### src/rtl/ccx_ic_arbiter_n_if.sv
// Requestor/responder bundle for the N-port core-complex arbiter.
// master = requestor+responder side driving the arbiter; slave = the arbiter itself.
interface ccx_ic_arbiter_n_if #(
    parameter int NP = 4,
    parameter int AW = 39,
    parameter int DW = 64,
    parameter int SW = DW / 8
);
    logic [NP-1:0]    req_req;
    logic [NP-1:0]    req_gnt;
    logic [NP*AW-1:0] req_addr;
    logic [NP-1:0]    req_wen;
    logic [NP*SW-1:0] req_strb;
    logic [NP*DW-1:0] req_wdata;
    logic [NP-1:0]    req_err;
    logic [DW-1:0]    req_rdata;
    logic             rsp_req;
    logic             rsp_gnt;
    logic [AW-1:0]    rsp_addr;
    logic             rsp_wen;
    logic [SW-1:0]    rsp_strb;
    logic [DW-1:0]    rsp_wdata;
    logic             rsp_err;
    logic [DW-1:0]    rsp_rdata;

    modport master (
        output req_req, req_addr, req_wen, req_strb, req_wdata,
        output rsp_gnt, rsp_err, rsp_rdata,
        input  req_gnt, req_err, req_rdata,
        input  rsp_req, rsp_addr, rsp_wen, rsp_strb, rsp_wdata
    );

    modport slave (
        input  req_req, req_addr, req_wen, req_strb, req_wdata,
        input  rsp_gnt, rsp_err, rsp_rdata,
        output req_gnt, req_err, req_rdata,
        output rsp_req, rsp_addr, rsp_wen, rsp_strb, rsp_wdata
    );
endinterface

### src/rtl/ccx_ic_arbiter_n.sv
// N-requestor to 1-responder arbiter, fixed-priority or round-robin, selection locked while stalled.
// Request path is combinational; responses routed one cycle after a grant via route_q.
module ccx_ic_arbiter_n #(
    parameter int NP = 4,
    parameter int AW = 39,
    parameter int DW = 64,
    parameter int SW = DW / 8,
    parameter bit RR = 1'b1
) (
    input  logic               g_clk,
    input  logic               g_rst,
    ccx_ic_arbiter_n_if.slave  bus
);
    localparam int IW = (NP > 1) ? $clog2(NP) : 1;

    logic          lock_q, lock_d;
    logic [IW-1:0] lock_id_q, lock_id_d;
    logic [IW-1:0] rr_last_q, rr_last_d;
    logic [NP-1:0] route_q, route_d;

    logic          sel_vld;
    logic [IW-1:0] sel;

    // A locked port whose request vanished falls through to normal arbitration.
    always_comb begin
        sel_vld = 1'b0;
        sel     = '0;
        if (lock_q && bus.req_req[lock_id_q]) begin
            sel_vld = 1'b1;
            sel     = lock_id_q;
        end else if (!RR) begin
            for (int i = NP - 1; i >= 0; i--) begin
                if (bus.req_req[i]) begin
                    sel_vld = 1'b1;
                    sel     = IW'(i);
                end
            end
        end else begin
            // Walk from furthest to nearest so the first port after rr_last_q wins.
            for (int k = NP; k >= 1; k--) begin
                automatic int idx = (int'(rr_last_q) + k) % NP;
                if (bus.req_req[idx]) begin
                    sel_vld = 1'b1;
                    sel     = IW'(idx);
                end
            end
        end
    end

    always_comb begin
        bus.rsp_req   = sel_vld;
        bus.rsp_addr  = '0;
        bus.rsp_wen   = 1'b0;
        bus.rsp_strb  = '0;
        bus.rsp_wdata = '0;
        bus.req_gnt   = '0;
        for (int i = 0; i < NP; i++) begin
            if (sel_vld && (sel == IW'(i))) begin
                bus.rsp_addr   = bus.req_addr[i*AW +: AW];
                bus.rsp_wen    = bus.req_wen[i];
                bus.rsp_strb   = bus.req_strb[i*SW +: SW];
                bus.rsp_wdata  = bus.req_wdata[i*DW +: DW];
                bus.req_gnt[i] = bus.rsp_gnt;
            end
        end
        bus.req_err   = route_q & {NP{bus.rsp_err}};
        bus.req_rdata = bus.rsp_rdata;
    end

    always_comb begin
        lock_d    = 1'b0;
        lock_id_d = lock_id_q;
        rr_last_d = rr_last_q;
        route_d   = '0;
        if (sel_vld && !bus.rsp_gnt) begin
            lock_d    = 1'b1;
            lock_id_d = sel;
        end else if (sel_vld && bus.rsp_gnt) begin
            route_d[sel] = 1'b1;
            if (RR) begin
                rr_last_d = sel;
            end
        end
    end

    always_ff @(posedge g_clk) begin
        if (g_rst) begin
            lock_q    <= 1'b0;
            lock_id_q <= '0;
            rr_last_q <= IW'(NP - 1);
            route_q   <= '0;
        end else begin
            lock_q    <= lock_d;
            lock_id_q <= lock_id_d;
            rr_last_q <= rr_last_d;
            route_q   <= route_d;
        end
    end
endmodule
### src/flat_wrapper.sv
// flat-port wrapper written by rule: the top's interface ports become plain ports
module ccx_ic_arbiter_n_flat 
#(
    parameter int NP = 4,
    parameter int AW = 39,
    parameter int DW = 64,
    parameter int SW = DW / 8,
    parameter bit RR = 1'b1
)
  (g_clk, g_rst, bus_req_req, bus_req_addr, bus_req_wen, bus_req_strb, bus_req_wdata, bus_rsp_gnt, bus_rsp_err, bus_rsp_rdata, bus_req_gnt, bus_req_err, bus_req_rdata, bus_rsp_req, bus_rsp_addr, bus_rsp_wen, bus_rsp_strb, bus_rsp_wdata);
  ccx_ic_arbiter_n_if #(.NP(NP), .AW(AW), .DW(DW), .SW(SW)) bus_i ();
  input  logic g_clk;
  input  logic g_rst;
  input wire logic [$bits(bus_i.req_req)-1:0] bus_req_req;
  input wire logic [$bits(bus_i.req_addr)-1:0] bus_req_addr;
  input wire logic [$bits(bus_i.req_wen)-1:0] bus_req_wen;
  input wire logic [$bits(bus_i.req_strb)-1:0] bus_req_strb;
  input wire logic [$bits(bus_i.req_wdata)-1:0] bus_req_wdata;
  input wire logic [$bits(bus_i.rsp_gnt)-1:0] bus_rsp_gnt;
  input wire logic [$bits(bus_i.rsp_err)-1:0] bus_rsp_err;
  input wire logic [$bits(bus_i.rsp_rdata)-1:0] bus_rsp_rdata;
  output wire logic [$bits(bus_i.req_gnt)-1:0] bus_req_gnt;
  output wire logic [$bits(bus_i.req_err)-1:0] bus_req_err;
  output wire logic [$bits(bus_i.req_rdata)-1:0] bus_req_rdata;
  output wire logic [$bits(bus_i.rsp_req)-1:0] bus_rsp_req;
  output wire logic [$bits(bus_i.rsp_addr)-1:0] bus_rsp_addr;
  output wire logic [$bits(bus_i.rsp_wen)-1:0] bus_rsp_wen;
  output wire logic [$bits(bus_i.rsp_strb)-1:0] bus_rsp_strb;
  output wire logic [$bits(bus_i.rsp_wdata)-1:0] bus_rsp_wdata;
  assign bus_i.req_req = bus_req_req;
  assign bus_i.req_addr = bus_req_addr;
  assign bus_i.req_wen = bus_req_wen;
  assign bus_i.req_strb = bus_req_strb;
  assign bus_i.req_wdata = bus_req_wdata;
  assign bus_i.rsp_gnt = bus_rsp_gnt;
  assign bus_i.rsp_err = bus_rsp_err;
  assign bus_i.rsp_rdata = bus_rsp_rdata;
  assign bus_req_gnt = bus_i.req_gnt;
  assign bus_req_err = bus_i.req_err;
  assign bus_req_rdata = bus_i.req_rdata;
  assign bus_rsp_req = bus_i.rsp_req;
  assign bus_rsp_addr = bus_i.rsp_addr;
  assign bus_rsp_wen = bus_i.rsp_wen;
  assign bus_rsp_strb = bus_i.rsp_strb;
  assign bus_rsp_wdata = bus_i.rsp_wdata;
  ccx_ic_arbiter_n #(.NP(NP), .AW(AW), .DW(DW), .SW(SW), .RR(RR)) u_core (.g_clk(g_clk), .g_rst(g_rst), .bus(bus_i));
endmodule
### config.mk
export PLATFORM = sky130hd
export DESIGN_NAME = ccx_ic_arbiter_n_flat
export DESIGN_NICKNAME = d
export VERILOG_FILES = /design/src/rtl/ccx_ic_arbiter_n_if.sv /design/src/rtl/ccx_ic_arbiter_n.sv /design/src/flat_wrapper.sv
export SDC_FILE = /design/constraint.sdc
export NUM_CORES = 1
export LEC_CHECK = 0
export CAP_MARGIN = 20
export CORE_AREA = 2 2 277 279
export DETAILED_ROUTE_END_ITERATION = 12
export DIE_AREA = 0 0 279 281
export SLEW_MARGIN = 20
export SYNTH_ARGS = -nofsm -noshare
export SYNTH_HDL_FRONTEND = slang
export SYNTH_SLANG_ARGS = --single-unit
### constraint.sdc
create_clock -name g_clk -period 4.9 [get_ports g_clk]
set_clock_uncertainty 0.1 [all_clocks]
set_input_delay 0.98 -clock g_clk [delete_from_list [all_inputs] [get_ports g_clk]]
set_output_delay 0.98 -clock g_clk [all_outputs]
set_load 0.05 [all_outputs]
**After elaboration in Yosys (flattened, before gate mapping)**

Cells that the tools add are included.

- Flip-flop bits (word level): 9
- Input bits: 520
- Output and inout bits: 185
- Logic and storage cells: 88

- Add/sub/neg operators: 4
- $lt $le $gt $ge: 7
- Eq/ne operators: 3
- Multiplexer cells: 47
- Bitwise logic cells: 7
- Reduce and logical (&&, ||, !) cells: 16

Operators with widths:

| kind | number |
|---|---|
| 64-bit two-way mux | 4 |
| 39-bit two-way mux | 4 |
| 8-bit two-way mux | 4 |
| 1-bit two-way mux | 24 |
| 3-bit by 4-bit less-than comparator with 1-bit output, second input constant | 4 |
| 1-bit binary-select mux with 2-bit select | 5 |
| 2-bit two-way mux | 5 |
| 1-bit logical AND | 8 |
| 2-bit OR reduction | 4 |
| 2-bit by 3-bit less-than comparator with 1-bit output, second input constant | 2 |
| 2-bit by 1-bit adder with 2-bit output, second input constant | 2 |
| 2-bit adder, second input constant | 2 |
| 1-bit bitwise AND, first input constant | 4 |
| 4-bit bitwise AND | 1 |
| 2-bit equality test, second input constant | 2 |
| 3-bit OR reduction | 1 |
| 1-bit demux with 2-bit select | 1 |
| 2-bit by 1-bit equality test with 1-bit output, second input constant | 1 |
| 2-bit by 1-bit greater-or-equal comparator with 1-bit output, second input constant | 1 |
| 2-bit zero test | 1 |
| 1-bit NOT | 2 |
| 2-bit AND reduction | 1 |
| 1-bit zero test | 1 |

**Depth between registers and ports, before layout**

- Depth in word-level cells: 17
- Gate-level depth with buffers: 9
- Mapped depth without buffers: 5

**Worst setup path before layout**

No wires, ideal clock.

- Path type: input port to output port
- Start point: input port bus_req_req[1]
- End point: output port bus_rsp_strb[4]
- Arrival: 2.977 ns
- Required time: 3.820 ns
- Setup slack: 0.843 ns
- Stages on the path: 8
- Buffers on the path: 3
- Cell sequence: nor2b_1 o21a_1 buf_4 nor3_4 buf_2 buf_2 a311oi_1 o22ai_1

- Word-level cells in the longest chain between the ends: 14
- Elaborated cells on any way between the ends: 37
- Classes of those cells: eq/ne: 3; mux: 28; reduce/logical: 6

RTL lines:

| what | line | source |
|---|---|---|
| start: declaration | flat_wrapper.sv:14 | `input wire logic [$bits(bus_i.req_req)-1:0] bus_req_req;` |
| 1-bit binary-select mux with 2-bit select | ccx_ic_arbiter_n.sv:42 | `if (bus.req_req[idx]) begin` |
| 1-bit two-way mux (not written as such) (2 in a row) | ccx_ic_arbiter_n.sv:42 |  |
| 2-bit two-way mux (4 in a row) | ccx_ic_arbiter_n.sv:42 |  |
| 2-bit two-way mux | ccx_ic_arbiter_n.sv:28 | `if (lock_q && bus.req_req[lock_id_q]) begin` |
| 2-bit zero test | ccx_ic_arbiter_n.sv:58 | `if (sel_vld && (sel == IW'(i))) begin` |
| 1-bit logical AND | ccx_ic_arbiter_n.sv:58 |  |
| 8-bit two-way mux (3 in a row) | ccx_ic_arbiter_n.sv:58 |  |
| 8-bit two-way mux (*) | ccx_ic_arbiter_n.sv:58 |  |
| end: declaration | flat_wrapper.sv:28 | `output wire logic [$bits(bus_i.rsp_strb)-1:0] bus_rsp_strb;` |

Every way passes the cells marked *; elsewhere a longest branch is shown, timed or not. The select of a mux whose other input is x is not followed.

**Worst setup path in the final report**

- Start point: input port bus_req_req[3]
- End point: output port bus_rsp_wdata[4]

- Word-level cells in the longest chain between the ends: 14
- Elaborated cells on any way between the ends: 37
- Classes of those cells: eq/ne: 3; mux: 28; reduce/logical: 6

RTL lines:

| what | line | source |
|---|---|---|
| 1-bit binary-select mux with 2-bit select | ccx_ic_arbiter_n.sv:42 |  |
| 1-bit two-way mux (not written as such) (2 in a row) | ccx_ic_arbiter_n.sv:42 |  |
| 2-bit two-way mux (4 in a row) | ccx_ic_arbiter_n.sv:42 |  |
| 2-bit two-way mux | ccx_ic_arbiter_n.sv:28 |  |
| 2-bit zero test | ccx_ic_arbiter_n.sv:58 |  |
| 1-bit logical AND | ccx_ic_arbiter_n.sv:58 |  |
| 64-bit two-way mux (3 in a row) | ccx_ic_arbiter_n.sv:58 |  |
| 64-bit two-way mux (*) | ccx_ic_arbiter_n.sv:58 |  |
| end: declaration | flat_wrapper.sv:29 | `output wire logic [$bits(bus_i.rsp_wdata)-1:0] bus_rsp_wdata;` |

Marked as above.

==> impl_metrics.yaml <==
floorplanning:
  coreArea_um2: 75400
  fp.dieW_um: 279
  die_area_um2: 78400
  rows: 101
  initial_core_util: 0.137
  design.portCount: 705
  die_y_um: 281
sta:
  tightest_slew_ns: 0.861
  rsz0062_at_grt: "false"
  setup_viol_count_final: 0
  min_period_ns: 4.64
  tns_ns: 0
  drv_slew: 0
  fmax_mhz: 215
  finalCritPeriodShare: 0.948
  slew_headroom: 0.426
  hold_viol_final: 0
detailed_routing:
  routed_wirelength_um: 59600
  wl_per_cell_um: 20.1
  drtIter0Drc: 1138
  drc: 0
  viasPerCell: 5.07
  ant_nets: 0
  firstDrtPassIters: 5
  num_vias: 15000
clock_network:
  cts.sinks: 9
  cts_buffers: 3
  hold_buffers: 0
  clk_latency_ns: 0.25
  ctsResizeCount: 0
  post-cts-setup-buffer-count: 0
  clockBufferDepth: 2
  h-tree-depth: 1
  root_buffer: "clkbuf_16"
  tritoncts: "yes"
  clkTransAtPathRegs_ns: 0.04
run:
  max_cap_violations: 0
critical_path:
  crit_required_ns: 3.82
  path_max_fanout: 56
  r2r_start: "u_core.lock_id_q[0]$_SDFFE_PP0P_"
  r2r_cells: 7
  r2r_setup_slack_ns: 2.58
  critical_path_class: "in -> out"
  cp_data_arrival_time_ns: 3.56
  start_kind: "input port"
  r2r_end: "u_core.rr_last_q[0]$_SDFFE_PP1P_"
  cp-end-kind: "output port"
synthesis:
  yosys_warnings: 0
  synth-async-reset-ratio: 0
  synth_top_area_cell: "o311a_1"
  synth_seq_cells: 9
  synth_area_leaders: "o311a_1 22%, a311oi_1 19%, nand2b_1 14%"
  synth_cells: 1610
  synth-seq-area-share: 0.0174
  ys.flop_type: "dfxtp_1"
  avgSynthCellArea_um2: 6.43
  synth-edff-count: 0
  netlist.area_leader.share: 0.217
  synth_nets: 2130
  synth.cell_area_um2: 10400
  synth_cell_type_count: 34
outcome:
  status: "finished, final reports clean"
place:
  hpwl_um: 45600
  routabilityCongestion: 0.831
  place_area_um2: 18100
  io_buffers: 576
grt:
  grt_usage: 0.141
  grt_pass1_vias: 14000
  grt_pass1_wl_um: 87300
  antenna_found_initial: 8
  overflow: 0
  grt_start_max_net_pins: 205
min_path:
  min_path_cells: 2
  min_to: "u_core.lock_id_q[1]$_SDFFE_PP0P_"
  hp-start: "u_core.lock_id_q[1]$_SDFFE_PP0P_"
  min_path_type: "reg -> reg"
layout:
  area_growth_pct: 75.2
  final_layout_size_suffix_gt1_frac: 0.121
  multi_input_comb_area_um2: 8640
  nNetsFinal: 2508
  fillers: 8245
  seq_area_um2: 184
  final_cell_area_um2: 18100
power_and_ir_drop:
  powerDensity_nw_per_um2: 222
  p_leak_nw: 6.76
  peakVddDrop_mv: 0.141
## worst max-delay path, cell delays in order
cell and delay [ns]:
clkdlybuf4s50_1 0.61, nor2_1 0.10, nor3_2 0.32, buf_12 0.24, buf_12 0.26, buf_4 0.23
o311a_1 0.17, a311oi_1 0.05, o22ai_1 0.33, buf_12 0.19
## per-stage QoR
stage          hold slack [ns]  power [W]  instances  utilization  worst slack [ns]
2_1_floorplan            0.378    0.00215       1610            -             0.843
3_3_place_gp             0.402    0.00387       2961        0.239             0.233
3_5_place_dp             0.405    0.00388       2961        0.239             0.232
4_1_cts                  0.410    0.00405       2965        0.240             0.219
5_1_grt                  0.454    0.00424       2965        0.240            0.0962
6_report                 0.405    0.00404       2968        0.241             0.255
## power by group
part	switching (W)	internal, W	total [W]	leakage [nW]
registers	0.0000113	0.0000788	0.0000900	0.0747
clock network	0.0000486	0.000110	0.000159	0.0382
logic	0.00204	0.00175	0.00379	6.65
total	0.00209	0.00194	0.00404	6.76
## cell usage after synthesis (all sizes together), types with 2 or more instances
cell and number:
a21oi 226, nor2b 3, dfxtp 9, mux2i 2, nand2b 229, inv 2, buf 153, o22a 2
o22ai 112, and2 5, nand2 231, a311oi 224, or2 2, clkbuf 160, o311a 224, nor3 4
nor2 12
## worst max-delay path by stage
stage	from	endpoint	slack [ns]
finish	bus_req_req[3]	bus_rsp_wdata[4]	0.26
global route	bus_req_req[3]	bus_rsp_wdata[4]	0.1
CTS	bus_req_req[3]	bus_rsp_wdata[4]	0.22
detailed placement	bus_req_req[3]	bus_rsp_wdata[4]	0.23
global placement	bus_req_req[3]	bus_rsp_wdata[4]	0.23
floorplan	bus_req_req[1]	bus_rsp_strb[4]	0.84
## routing by layer
layer | track usage | share of wire | vias up
li1 | - | - | 7142
met2 | 0.232 | 0.47 | 738
met3 | 0.0383 | 0.089 | 107
met5 | 0 | 0.0012 | -
met1 | 0.178 | 0.41 | 7041
met4 | 0.0436 | 0.032 | 10
## state kept, by name (all words and copies together), names as in the netlist
name              flops
u_core.rr_last_q      2
u_core.route_q        4
u_core.lock_id_q      2
u_core.lock_q         1
## final cells by class
class / instances / area share
multi-input combinational: 1286 / 0.476
timing repair buffer: 686 / 0.441
tap: 978 / 0.0674
sequential: 9 / 0.0101
clock buffer: 4 / 0.00434
inverter: 2 / 0.000414
antenna: 3 / 0.000414
## layout by cell type, fill, tap and decap left out, types with 2 or more instances in the layout
cell type	netlist	routed
buf_4	67	91
buf_12	0	136
nor3_1	3	2
o311a_1	224	224
o22ai_1	112	112
dfxtp_1	9	8
nor2_1	12	12
inv_1	2	2
nand2_1	230	230
mux2i_1	2	2
nand2b_1	229	229
a311oi_1	224	224
clkdlybuf4s50_1	0	459
nor2b_1	3	3
a21oi_1	225	224
a21oi_4	0	2
clkbuf_16	0	3
and2_1	5	5
diode_2	0	3
## logic make-up after synthesis
group                  share of synthesized area
buffers and inverters                      0.152
AO/OA/AOI/OAI                              0.589
AND/OR/NAND/NOR                            0.239
multiplexers                             0.00193
flip-flops                                0.0174
(Power assumes the default switching activity.)
==> patch (same settings) <==
`RR` is set to 1'b1 in 2 places; all go to 1'b0.
--- a/src/rtl/ccx_ic_arbiter_n.sv
+++ b/src/rtl/ccx_ic_arbiter_n.sv
@@ -7,3 +7,3 @@
     parameter int SW = DW / 8,
-    parameter bit RR = 1'b1
+    parameter bit RR = 1'b0
 ) (
--- a/src/flat_wrapper.sv
+++ b/src/flat_wrapper.sv
@@ -7,3 +7,3 @@
     parameter int SW = DW / 8,
-    parameter bit RR = 1'b1
+    parameter bit RR = 1'b0
 )
Behaviour: not the same (Yosys sat finds a counterexample within 4 cycles, from zero or initial values and one cycle with g_rst high).
==> patch against the unedited design <==
  * Synthesized cell count fell by 68%
  * Largest power group unchanged
  * Power fell by 54%
  * Highest routed layer unchanged
  * Worst setup slack got worse by 0.17 ns
  * Cell area fell by 36%
  * Largest cell class is now non-clock buffers
  * Non-clock buffer count fell by 85
  * Area after synthesis fell by 63%
  * Critical path depth fell by 2
  * Sequential cell count fell by 2
  * Utilization fell by 8.7 points
  * Critical endpoint is now bus_rsp_addr[38]
  * Wire length fell by 22%
==> patch: results (changes against the unedited design) <==
## Run status
• **outcome** finished clean, unchanged

## Yosys
• **number of different library cells in the post-synthesis netlist** 36, was 34
• **leading cell types by count after synthesis** mux2i_1, a22oi_1, o21ai_1, was nand2_1, nand2b_1, a21oi_1
• **Synth Net Count** 1029, was 2130
• **fraction of the yosys area taken by sequential cells** 3.66%, was 1.74%
• **async set-reset flop share out of synthesis** 0%, unchanged
• **Yosys Warn Count** 0, unchanged
• **adder-cell area share of the yosys netlist** 0%, unchanged
• **compound-gate portion of the synthesized area** 40.5%, was 58.9%
• **main combinational cell family by area after synthesis** compound AO/OA/AOI/OAI gates, unchanged
• **share of cell area taken by muxes after synthesis** 30.5%, was 0.193%
• **top cells by area in the synthesized netlist** mux2i_1, a22oi_1, buf_4, was o311a_1, a311oi_1, nand2b_1

## Global routing
• **GRT Total Usage** 11.0%, was 14.1%
• **largest net degree at the start of global routing** 64, was 205
• **wire length of the first global-routing pass** 57.7 mm, was 87.3 mm
• **via count of the first global-routing pass** 6453, was 14000
• **number of antenna violations at the first check in global routing** 4, was 8

## Critical path
• **largest fanout of any net on the critical path** 49, was 56
• **data arrival time of the worst path** 3.73 ns, was 3.56 ns
• **CP delay by family, top** compound AO/OA/AOI/OAI gates, was buffers and inverters
• **beginning of the critical path** bus_req_req[0], was bus_req_req[3]
• **max incr delay on CP** 0.73 ns, was 0.61 ns
• **launch point of the worst reg-to-reg path** u_core.lock_id_q[1], was u_core.lock_id_q[0]

## Hold path
• **hold path startpoint** u_core.lock_id_q[0], was u_core.lock_id_q[1]
• **path category of the worst min-delay check** reg -> reg, unchanged

## Clock tree
• **buffer levels on the longest clock path** 2, unchanged
• **number of buffers created by CTS** 3, unchanged
• **latest clock arrival within the worst-skew pair** 0.23 ns, was 0.25 ns
• **clk root buf** clkbuf_16, unchanged

## Final layout
• **proportion of layout cells with a drive suffix above 1** 15.3%, was 12.1%
• **Final Net Count** 1521, was 2508
• **Filler Cell Count** 8547, was 8245
• **registers with the highest flip-flop counts** u_core.route_q x4, u_core.lock_id_q x2, u_core.lock_q x1, was u_core.route_q x4, u_core.lock_id_q x2, u_core.rr_last_q x2
• **footprint of the multi-input gates** 0.00292 mm^2, was 0.00864 mm^2

## Timing
• **Max-slew headroom** 56.4%, was 42.6%
• **Max Clk Rate** 208 MHz, was 215 MHz

## Detailed routing
• **total wirelength of the detailed-routed design** 46.3 mm, was 59.6 mm
• **number of vias after detailed routing** 6260, was 15000
• **number of detailed-routing iterations run before antenna repair** 5, unchanged
• **number of DRC markers in iteration 0** 261, was 1138

## Place
• **DP Area** 0.0115 mm^2, was 0.0181 mm^2
• **Detailed Place HPWL** 42.3 mm, was 45.6 mm
• **final weighted congestion in routability-driven placement** 0.769, was 0.831
• **worst setup slack after placement** -0.00803 ns, was 0.232 ns

## Power and ir drop
• **leakage power summed over all cells** 4.11 nW, was 6.76 nW
• **worst voltage drop across the vdd grid** 79.3 uV, was 141 uV
• **total internal power** 0.000996 W, was 0.00194 W

## patch: cell types whose count changed after synthesis, sizes merged, moves of 3 or more
cell    delta
a21oi    -224
a22oi    +111
a311oi   -224
and2       +3
buf       -66
clkbuf   -133
mux2i    +112
nand2    -226
nand2b   -227
nor2       -6
nor3       -3
o21ai    +112
o22ai    -111
o311a    -224
## patch: timing repair
item                                    in CTS  in global routing
hold buffers                                 0                  0
endpoints found under the setup margin       1                  1
gates resized for setup                      1                  1
hold endpoints to repair                     0                  0
gates cloned                                 0                  0
pin swaps                                    0                  0
## patch: worst min-delay path: cells and delay by family (launching register included)
kind | cells | cell delay (ns)
and+or+nand+nor | 1 | 0.09
DFF | 1 | 0.38
AOI/OAI and AO/OA | 1 | 0.06
## patch: kinds of logic (layout without fill, tap and decap cells)
logic type	after synthesis	in the layout
compound gates	238	238
other cells	0	3
simple gates	31	31
flops	7	7
buf+inv	118	609
mux	115	115
## patch: layout make-up
class,instances,area share (%)
sequential,7,1.21
antenna,3,0.0648
clock buffer,4,0.681
inverter,4,0.130
timing repair buffer,601,62.1
multi-input combinational,384,25.3
tap,978,10.6
## patch: final timing paths
kind         cells after the start  slack (ns)             endpoint
min                              2        0.48  u_core.lock_id_q[0]
max reg2reg                      5        2.95  u_core.lock_id_q[0]
min reg2reg                      2        0.48  u_core.lock_id_q[0]
max                              8        0.09     bus_rsp_addr[38]
## patch: per-layer routing
layer | up-vias | part of all wire [%] | global-route usage [%]
li1 | 2888 | - | -
met2 | 494 | 48 | 19.2
met1 | 2856 | 37 | 12.0
met5 | - | 0.028 | 0
met3 | 20 | 14 | 5.74
met4 | 2 | 1.3 | 1.50
## patch: power groups by stage
stage	logic (W)	registers [W]	clock network (W)
finish	0.00167	0.0000618	0.000140
global route	0.00176	0.0000621	0.000146
CTS	0.00172	0.0000617	0.000143
detailed placement	0.00171	0.0000625	0
global placement	0.00171	0.0000626	0
floorplan	0.000770	0.0000612	0
## patch: metrics by stage
stage	hold WS (ns)	power [W]	cells
6_report	0.476	0.00187	1981
5_1_grt	0.493	0.00197	1981
3_5_place_dp	0.456	0.00177	1974
3_3_place_gp	0.444	0.00177	1974
4_1_cts	0.465	0.00192	1978
2_1_floorplan	0.392	0.000831	509
